**config.mk**
```make
export PLATFORM = sky130hd
export DESIGN_NAME = xg_mem_arbiter
export DESIGN_NICKNAME = d
export VERILOG_FILES = /design/src/rtl/xg_mem_arbiter.sv
export SDC_FILE = /design/constraint.sdc
export NUM_CORES = 1
export LEC_CHECK = 0
export CAP_MARGIN = 0
export CORE_UTILIZATION = 30
export CTS_BUF_LIST = sky130_fd_sc_hd__clkbuf_8
export DETAILED_ROUTE_END_ITERATION = 7
export PLACE_DENSITY = 0.66
export SYNTH_ARGS = -nofsm -noshare
export SYNTH_HDL_FRONTEND = slang
export SYNTH_SLANG_ARGS = --single-unit
```
**constraint.sdc**
```tcl
create_clock -name clk_sys -period 2.4 [get_ports clk_sys]
set_input_delay 0.6 -clock clk_sys [delete_from_list [all_inputs] [get_ports clk_sys]]
set_output_delay 0.6 -clock clk_sys [all_outputs]
set_load 0.03 [all_outputs]
```
**src/rtl/xg_mem_arbiter.sv**
```systemverilog
// xg_mem_arbiter: two-port burst arbiter (video V, CPU C) in front of one SDRAM controller port.
// Video wins by default; after MAX_V_STREAK consecutive video bursts with the CPU waiting,
// the CPU is granted once so it cannot starve. Each burst is four words handed back by the
// controller through mem_ready/mem_offset, routed to whichever port holds the grant.
module xg_mem_arbiter #(
    parameter int MAX_V_STREAK = 4
) (
    input  logic        clk_sys,
    input  logic        rst,
    input  logic        v_req,
    input  logic        v_wren,
    input  logic [23:0] v_addr,
    input  logic [15:0] v_wdata,
    output logic        v_ready,
    output logic [1:0]  v_offset,
    output logic [15:0] v_rdata,
    input  logic        c_req,
    input  logic        c_wren,
    input  logic [23:0] c_addr,
    input  logic [15:0] c_wdata,
    output logic        c_ready,
    output logic [1:0]  c_offset,
    output logic [15:0] c_rdata,
    output logic        mem_req,
    output logic        mem_wren,
    output logic [23:0] mem_addr,
    output logic [15:0] to_mem,
    input  logic        mem_ready,
    input  logic [1:0]  mem_offset,
    input  logic [15:0] from_mem,
    output logic [1:0]  overrun
);

    localparam logic [1:0] ST_IDLE  = 2'd0;
    localparam logic [1:0] ST_ISSUE = 2'd1;
    localparam logic [1:0] ST_BURST = 2'd2;

    localparam logic GNT_V = 1'b0;
    localparam logic GNT_C = 1'b1;

    localparam logic [2:0] STREAK_MAX = 3'(MAX_V_STREAK);

    logic [1:0]  state;
    logic        grant;
    logic        pend_v;
    logic        pend_c;
    logic [2:0]  streak;

    logic [23:0] hold_v_addr;
    logic [23:0] hold_c_addr;
    logic        hold_v_wren;
    logic        hold_c_wren;

    logic        burst_done;
    logic        done_v;
    logic        done_c;
    logic        take_v;
    logic        take_c;

    // Streak after a finished burst: only a video burst that kept the CPU waiting extends it.
    function automatic logic [2:0] streak_next(input logic gnt, input logic cpu_waiting,
                                               input logic [2:0] cur);
        if (gnt == GNT_V && cpu_waiting)
            return (cur == 3'd7) ? cur : cur + 3'd1;
        return 3'd0;
    endfunction

    assign burst_done = (state == ST_BURST) && mem_ready && (mem_offset == 2'd3);
    assign done_v     = burst_done && (grant == GNT_V);
    assign done_c     = burst_done && (grant == GNT_C);

    // A port's own completing burst frees its slot on the same edge, so a back-to-back
    // request there is accepted rather than flagged as an overrun.
    assign take_v = v_req && (!pend_v || done_v);
    assign take_c = c_req && (!pend_c || done_c);

    // Per-port request hold registers, loaded only when a request is accepted.
    always_ff @(posedge clk_sys) begin
        if (take_v) begin
            hold_v_addr <= v_addr;
            hold_v_wren <= v_wren;
        end
        if (take_c) begin
            hold_c_addr <= c_addr;
            hold_c_wren <= c_wren;
        end
    end

    // Pending flags and sticky overrun bits.
    always_ff @(posedge clk_sys or negedge rst) begin
        if (!rst) begin
            pend_v  <= 1'b0;
            pend_c  <= 1'b0;
            overrun <= 2'b00;
        end else begin
            if (take_v)
                pend_v <= 1'b1;
            else if (done_v)
                pend_v <= 1'b0;

            if (take_c)
                pend_c <= 1'b1;
            else if (done_c)
                pend_c <= 1'b0;

            if (v_req && !take_v)
                overrun[0] <= 1'b1;
            if (c_req && !take_c)
                overrun[1] <= 1'b1;
        end
    end

    // Arbitration FSM: grant in IDLE, launch the controller request, then follow the burst.
    always_ff @(posedge clk_sys or negedge rst) begin
        if (!rst) begin
            state    <= ST_IDLE;
            grant    <= GNT_V;
            streak   <= 3'd0;
            mem_req  <= 1'b0;
            mem_wren <= 1'b0;
            mem_addr <= 24'd0;
        end else begin
            mem_req <= 1'b0;
            case (state)
                ST_IDLE: begin
                    if (pend_v || pend_c) begin
                        state <= ST_ISSUE;
                        grant <= (pend_c && (!pend_v || streak == STREAK_MAX)) ? GNT_C : GNT_V;
                    end
                end
                ST_ISSUE: begin
                    state    <= ST_BURST;
                    mem_req  <= 1'b1;
                    mem_addr <= (grant == GNT_C) ? hold_c_addr : hold_v_addr;
                    mem_wren <= (grant == GNT_C) ? hold_c_wren : hold_v_wren;
                end
                ST_BURST: begin
                    if (burst_done) begin
                        state  <= ST_IDLE;
                        streak <= streak_next(grant, pend_c, streak);
                    end
                end
                default: state <= ST_IDLE;
            endcase
        end
    end

    assign v_ready  = mem_ready && (state == ST_BURST) && (grant == GNT_V);
    assign c_ready  = mem_ready && (state == ST_BURST) && (grant == GNT_C);
    assign v_offset = mem_offset;
    assign c_offset = mem_offset;
    assign v_rdata  = from_mem;
    assign c_rdata  = from_mem;

    // Write data follows the granted master only while its burst is in flight.
    always_comb begin
        to_mem = 16'd0;
        if (state == ST_BURST)
            to_mem = (grant == GNT_C) ? c_wdata : v_wdata;
    end

endmodule

```
==> run metrics, run 1 <==
outcome=finished, final reports clean; layout cells sized above 1=12.8%; synthesized netlist net count=385; fraction of the yosys area taken by sequential cells=65.2%; Worst Setup Start Kind=flip-flop; number of cells on the worst reg-to-reg path=4; cell-by-cell listing of the critical path=buf_4 -> nor2_1 -> buf_4; weighted congestion reported at the end of routability-driven placement=0.709; required time of the worst setup path=1.80 ns; reported max-cap violation count=0; flops & latches, synth=86; CTS tree=built; via count of the first global-routing pass=2378; drt drc=0; Seq pwr share=38.4%; Synth async-reset ratio=41.9%; most frequent standard cell in the layout excluding fill and tap cells=sky130_fd_sc_hd__clkdlybuf4s50_1; largest net degree at the start of global routing=37; dpl hpwl=6.24 mm; Die Span Y=113 um; maximum vdd drop=0.413 mV; cell family with the largest share of critical-path delay=flip-flops; Peak Freq=0.443 GHz; overall power after layout=0.00547 W; signed area change from the synthesized netlist to the final layout=40.8%; most common flop cell mapped by yosys=sky130_fd_sc_hd__edfxtp_1; total of warnings raised by yosys=0; Boundary Pins=187; P_int=0.00342 W; CTS Buffer Depth=2; setup total negative slack=0 ns; proportion of total power due to net switching=37.5%; insertion delay of the later-clocked pin in the worst-skew pair=0.35 ns; average wire per standard cell=15.3 um; clock tree skew after final layout=0.0119 ns; Cell Area, Synth=3680 um^2; buffers and inverters on the worst path=2; measured slew at the worst slew-check pin=0.860 ns; Setup Crit Path Kind=reg -> out; TritonCTS buffer count=9; PwrDens=1050 nW/um^2; type of element capturing the critical path=output pin; Critical Path Most Common Cell=sky130_fd_sc_hd__buf_4; part of the power in combinational logic=43.1%; Post-Synthesis Mean Instance Area=13.3 um^2; WL final=8.26 mm; worst max-slew margin expressed relative to the limit=42.7%; number of different library cells in the post-synthesis netlist=30; vias per cell=4.42; sink count of the clock tree=86; global route overflow=0; main area contributors after synthesis=sky130_fd_sc_hd__edfxtp_1 (41%), sky130_fd_sc_hd__dfrtp_1 (24%), sky130_fd_sc_hd__mux2i_1 (11%), sky130_fd_sc_hd__buf_4 (7.9%), sky130_fd_sc_hd__o21ai_0 (3.4%); Std-Cell Core Area=12000 um^2; post-synth top area share=40.8%; buffers added on ports=138; NetSw=0.00205 W; residual antenna-violating net count after detailed routing=0; overall via count from detail_route=2379; r2r endpoint=hold_c_addr[16]; startpoint of the most critical register-to-register path=grant; maximum level of the CTS H-tree=3; proportion of power drawn by the clock network=18.5%; P_leak=2.09 nW; Die ar.=12700 um^2; Pre-antenna DRT Iters=4; total count of max-transition violations in the final report=0; count of routing violations after the opening detailed-route iteration=82; root buffer cell=sky130_fd_sc_hd__clkbuf_8; wire length of the first global-routing pass=12.2 mm; minimum clock period after layout=2.26 ns; biggest area consumer among synthesized cells=sky130_fd_sc_hd__edfxtp_1; x dimension of the die=113 um; Critical Path Slowest Stage Cell=sky130_fd_sc_hd__dfrtp_4; Antenna diodes=0; CP arrival=1.66 ns; CP peak stage delay=0.65 ns; Final Cycle Share=94.1%; top library cells by usage in the layout, fill and taps aside=sky130_fd_sc_hd__clkdlybuf4s50_1 (115), sky130_fd_sc_hd__edfxtp_1 (50), sky130_fd_sc_hd__mux2i_1 (41), sky130_fd_sc_hd__dfrtp_1 (35), sky130_fd_sc_hd__nand2_1 (27); Cells after Synth=277; GR Util All Layers=12.9%; internal reg-to-reg setup slack=0.51 ns; number of enable flip-flop cells after synthesis=50; number of hold-slack violations in the final timing report=0; peak fanout along the critical path=22; unrepaired setup endpoints after global routing=false; clock transition at the register clock pins on the worst setup and hold paths after CTS=0.08 ns; Hold Path Class=in -> async; initial antenna violation count=0; effective utilization at floorplan=30.7%; site row count=40; total number of nets in the final design=494; final setup violation count=0
worst max-delay path by stage:
stage,from,end,slack (ns),depth (start not counted)
after floorplan,mem_ready,hold_c_addr[0],0.29,3
after detailed placement,mem_offset[0],c_offset[0],0.02,2
after CTS,mem_offset[1],c_offset[1],0.02,2
after global routing,grant,v_ready,0.05,3
after global placement,mem_offset[0],c_offset[0],0.03,2
final,grant,v_ready,0.14,3
cell usage after synthesis, types with 2 or more instances:
cell / n
sky130_fd_sc_hd__a22o_1: 2
sky130_fd_sc_hd__buf_2: 7
sky130_fd_sc_hd__buf_4: 39
sky130_fd_sc_hd__clkbuf_1: 3
sky130_fd_sc_hd__dfrtp_1: 36
sky130_fd_sc_hd__edfxtp_1: 50
sky130_fd_sc_hd__ha_1: 3
sky130_fd_sc_hd__inv_1: 5
sky130_fd_sc_hd__mux2i_1: 41
sky130_fd_sc_hd__nand2_1: 27
sky130_fd_sc_hd__nand2b_1: 2
sky130_fd_sc_hd__nor2_1: 20
sky130_fd_sc_hd__o21ai_0: 25
power groups by stage:
stage               registers (W)  logic (W)  clock network, W
global route              0.00214    0.00253           0.00111
global placement          0.00212    0.00236                 0
finish                    0.00210    0.00236           0.00101
CTS                       0.00211    0.00239           0.00105
floorplan                 0.00244    0.00121                 0
detailed placement        0.00213    0.00239                 0
per-stage QoR:
step | hold WS [ns] | utilization (%) | cell area, um^2 | setup WS (ns) | instances
floorplan | 0.304 | - | 3690 | 0.295 | 277
global placement | 0.466 | 41.4 | 4980 | 0.0264 | 522
detailed placement | 0.468 | 41.4 | 4980 | 0.0200 | 522
CTS | 0.377 | 43.1 | 5180 | 0.0180 | 538
global route | 0.423 | 43.2 | 5190 | 0.0544 | 538
finish | 0.360 | 43.2 | 5190 | 0.142 | 538
state kept, by name, summed over array words and instances (netlist names):
register and flops:
grant 1, hold_c_addr 24, hold_c_wren 1, hold_v_addr 24, hold_v_wren 1, mem_addr 24
mem_req 1, mem_wren 1, overrun 2, pend_c 1, pend_v 1, state 2
streak 3
logic make-up after synthesis:
group	synth area share, %
AO/OA/AOI/OAI	5.64
multiplexers	11.5
adder cells (fa/ha/maj)	1.02
AND/OR/NAND/NOR	6.86
buffers and inverters	9.71
flip-flops	65.2
cell type report:
cell class	count	area [um^2]
Fill cell	1095	6830
Sequential cell	86	2410
Timing Repair Buffer	147	1450
Multi-Input combinational cell	137	928
Tap cell	147	184
Clock buffer	10	138
Clock inverter	6	62.6
Inverter	5	18.8
routing by layer:
layer	GRT usage [%]	wire (um)	vias up
met4	5.42	121	0
met5	0	0	-
met2	24.3	4390	112
met1	13.7	3190	1104
li1	-	-	1148
met3	3.21	556	15
what timing repair did:
item,in CTS,in global routing
setup buffers,0,0
gates cloned,0,0
hold buffers,0,0
endpoints found under the setup margin,1,2
hold endpoints to repair,0,0
resized for setup,1,2
Note: power is estimated with default switching activity, not from simulation.
==> run 2, diff against run 1 <==
Settings changed: CORE_ASPECT_RATIO set to 0.6, DONT_BUFFER_PORTS set to 1, PLACE_DENSITY 0.66 to not set.
==> run metrics, run 2 (synthesis gave the netlist of run 1 again) <==
outcome=finished, final reports clean; Die Span Y=87.8 um; met2 Usage GRT=18.4%; r2r endpoint=hold_c_addr[8]; TritonCTS buffer count=9; final setup violation count=0; top library cells by usage in the layout, fill and taps aside=sky130_fd_sc_hd__edfxtp_1 (50), sky130_fd_sc_hd__mux2i_1 (41), sky130_fd_sc_hd__dfrtp_1 (35), sky130_fd_sc_hd__nand2_1 (27), sky130_fd_sc_hd__o21ai_0 (25); largest net degree at the start of global routing=53; CTS tree=built; placed inst area=3740 um^2; x dimension of the die=145 um; P_leak=1.60 nW; buffers added on ports=0; Critical Path Slowest Stage Cell=sky130_fd_sc_hd__or2b_1; met3 demand-to-capacity share in global routing=7.29%; clock tree skew after final layout=0.00652 ns; vias per cell=4.45; required time of the worst setup path=1.80 ns; met1 layer usage reported by global route=14.5%; number of hold-slack violations in the final timing report=0; GR Util All Layers=12.3%; weighted congestion reported at the end of routability-driven placement=0.834; final cell count without fillers=429; Final Util=34.4%; peak fanout along the critical path=17; Worst Setup Start Kind=flip-flop; biggest regs=hold_c_addr: 24 flops, hold_v_addr: 24 flops, mem_addr: 24 flops; sequential standard cell area=2410 um^2; CP arrival=1.62 ns; wire length of the first global-routing pass=11.2 mm; Boundary Pins=187; Most Crowded Layer GR=met2; total number of nets in the final design=372; average wire per standard cell=17.5 um; startpoint of the most critical register-to-register path=grant; via count of the first global-routing pass=1878; CTS Buffer Depth=2; measured slew at the worst slew-check pin=0.911 ns; finished layout cell area=4010 um^2; worst max-slew margin expressed relative to the limit=39.2%; buffers and inverters on the worst path=1; setup total negative slack=0 ns; CP peak stage delay=0.53 ns; site row count=30; reported max-cap violation count=0; count of routing violations after the opening detailed-route iteration=66; PwrDens=1270 nW/um^2; Final Cycle Share=92.6%; sink count of the clock tree=86; number of cells after detailed placement=412; root buffer cell=sky130_fd_sc_hd__clkbuf_8; insertion delay of the later-clocked pin in the worst-skew pair=0.35 ns; final worst hold slack=0.0707 ns; signed area change from the synthesized netlist to the final layout=8.73%; dpl hpwl=5.36 mm; layout cells sized above 1=17.1%; internal reg-to-reg setup slack=0.54 ns; area taken by multi-input logic gates=928 um^2; cell-by-cell listing of the critical path=or2b_1 -> nor2_1 -> buf_4; type of element capturing the critical path=output pin; maximum level of the CTS H-tree=3; global route overflow=0; fill cell count=1143; Die ar.=12700 um^2; initial antenna violation count=0; Setup Crit Path Kind=reg -> out; WL final=7.52 mm; cell family with the largest share of critical-path delay=simple AND/OR/NAND/NOR gates; total count of max-transition violations in the final report=0; effective utilization at floorplan=31.7%; clock transition at the register clock pins on the worst setup and hold paths after CTS=0.08 ns; drt drc=0; maximum vdd drop=0.475 mV; number of cells on the worst reg-to-reg path=4; Antenna diodes=0; Hold Path Class=in -> async; residual antenna-violating net count after detailed routing=0; Peak Freq=0.450 GHz; most frequent standard cell in the layout excluding fill and tap cells=sky130_fd_sc_hd__edfxtp_1; overall via count from detail_route=1907; minimum clock period after layout=2.22 ns; Pre-antenna DRT Iters=5; Std-Cell Core Area=11600 um^2; unrepaired setup endpoints after global routing=false
run 2: worst reg2reg max path: stages, from the launching register on:
cell                      delay (ns)
sky130_fd_sc_hd__dfrtp_4        0.58
sky130_fd_sc_hd__inv_1          0.11
sky130_fd_sc_hd__o31a_1         0.34
sky130_fd_sc_hd__nor2b_2        0.11
sky130_fd_sc_hd__buf_4          0.35
run 2: metal layers:
metal  up-vias  wire (um)
li1        903          -
met1       899       3300
met2        93       3290
met3        12        833
met4         0         95
met5         -          0
run 2: worst max path at each step:
stage                       to  slack (ns)  cells past startpoint      start
6_report            to_mem[13]        0.18                      3   state[1]
5_1_grt             to_mem[13]        0.03                      3   state[1]
4_1_cts              to_mem[6]        0.08                      4      grant
3_5_place_dp   hold_c_addr[18]        0.47                      4      grant
3_3_place_gp   hold_c_addr[12]        0.51                      4      grant
2_1_floorplan   hold_c_addr[0]        0.29                      3  mem_ready
run 2: final cells by class:
class / count / share of cell area [%]
Clock inverter: 7 / 2.87
Sequential cell: 86 / 60.1
Inverter: 5 / 0.469
Timing Repair Buffer: 25 / 5.31
Multi-Input combinational cell: 137 / 23.2
Clock buffer: 9 / 3.09
Tap cell: 160 / 5.00
run 2: per-stage QoR:
step / worst slack, ns / total power (W)
floorplan: 0.295 / 0.00365
global placement: 0.515 / 0.00390
detailed placement: 0.471 / 0.00394
CTS: 0.0770 / 0.00515
global route: 0.0293 / 0.00539
finish: 0.178 / 0.00509
run 2: timing repair:
item | in CTS | in global routing
setup buffers | 0 | 0
hold endpoints to repair | 36 | 0
hold buffers | 1 | 0
endpoints found under the setup margin | 0 | 5
resized for setup | 0 | 1
run 2: power breakdown:
group,internal (W),switching [W]
Sequential,0.00186,0.000676
Clock,0.000687,0.000508
Combinational,0.000560,0.000802
Total,0.00311,0.00199
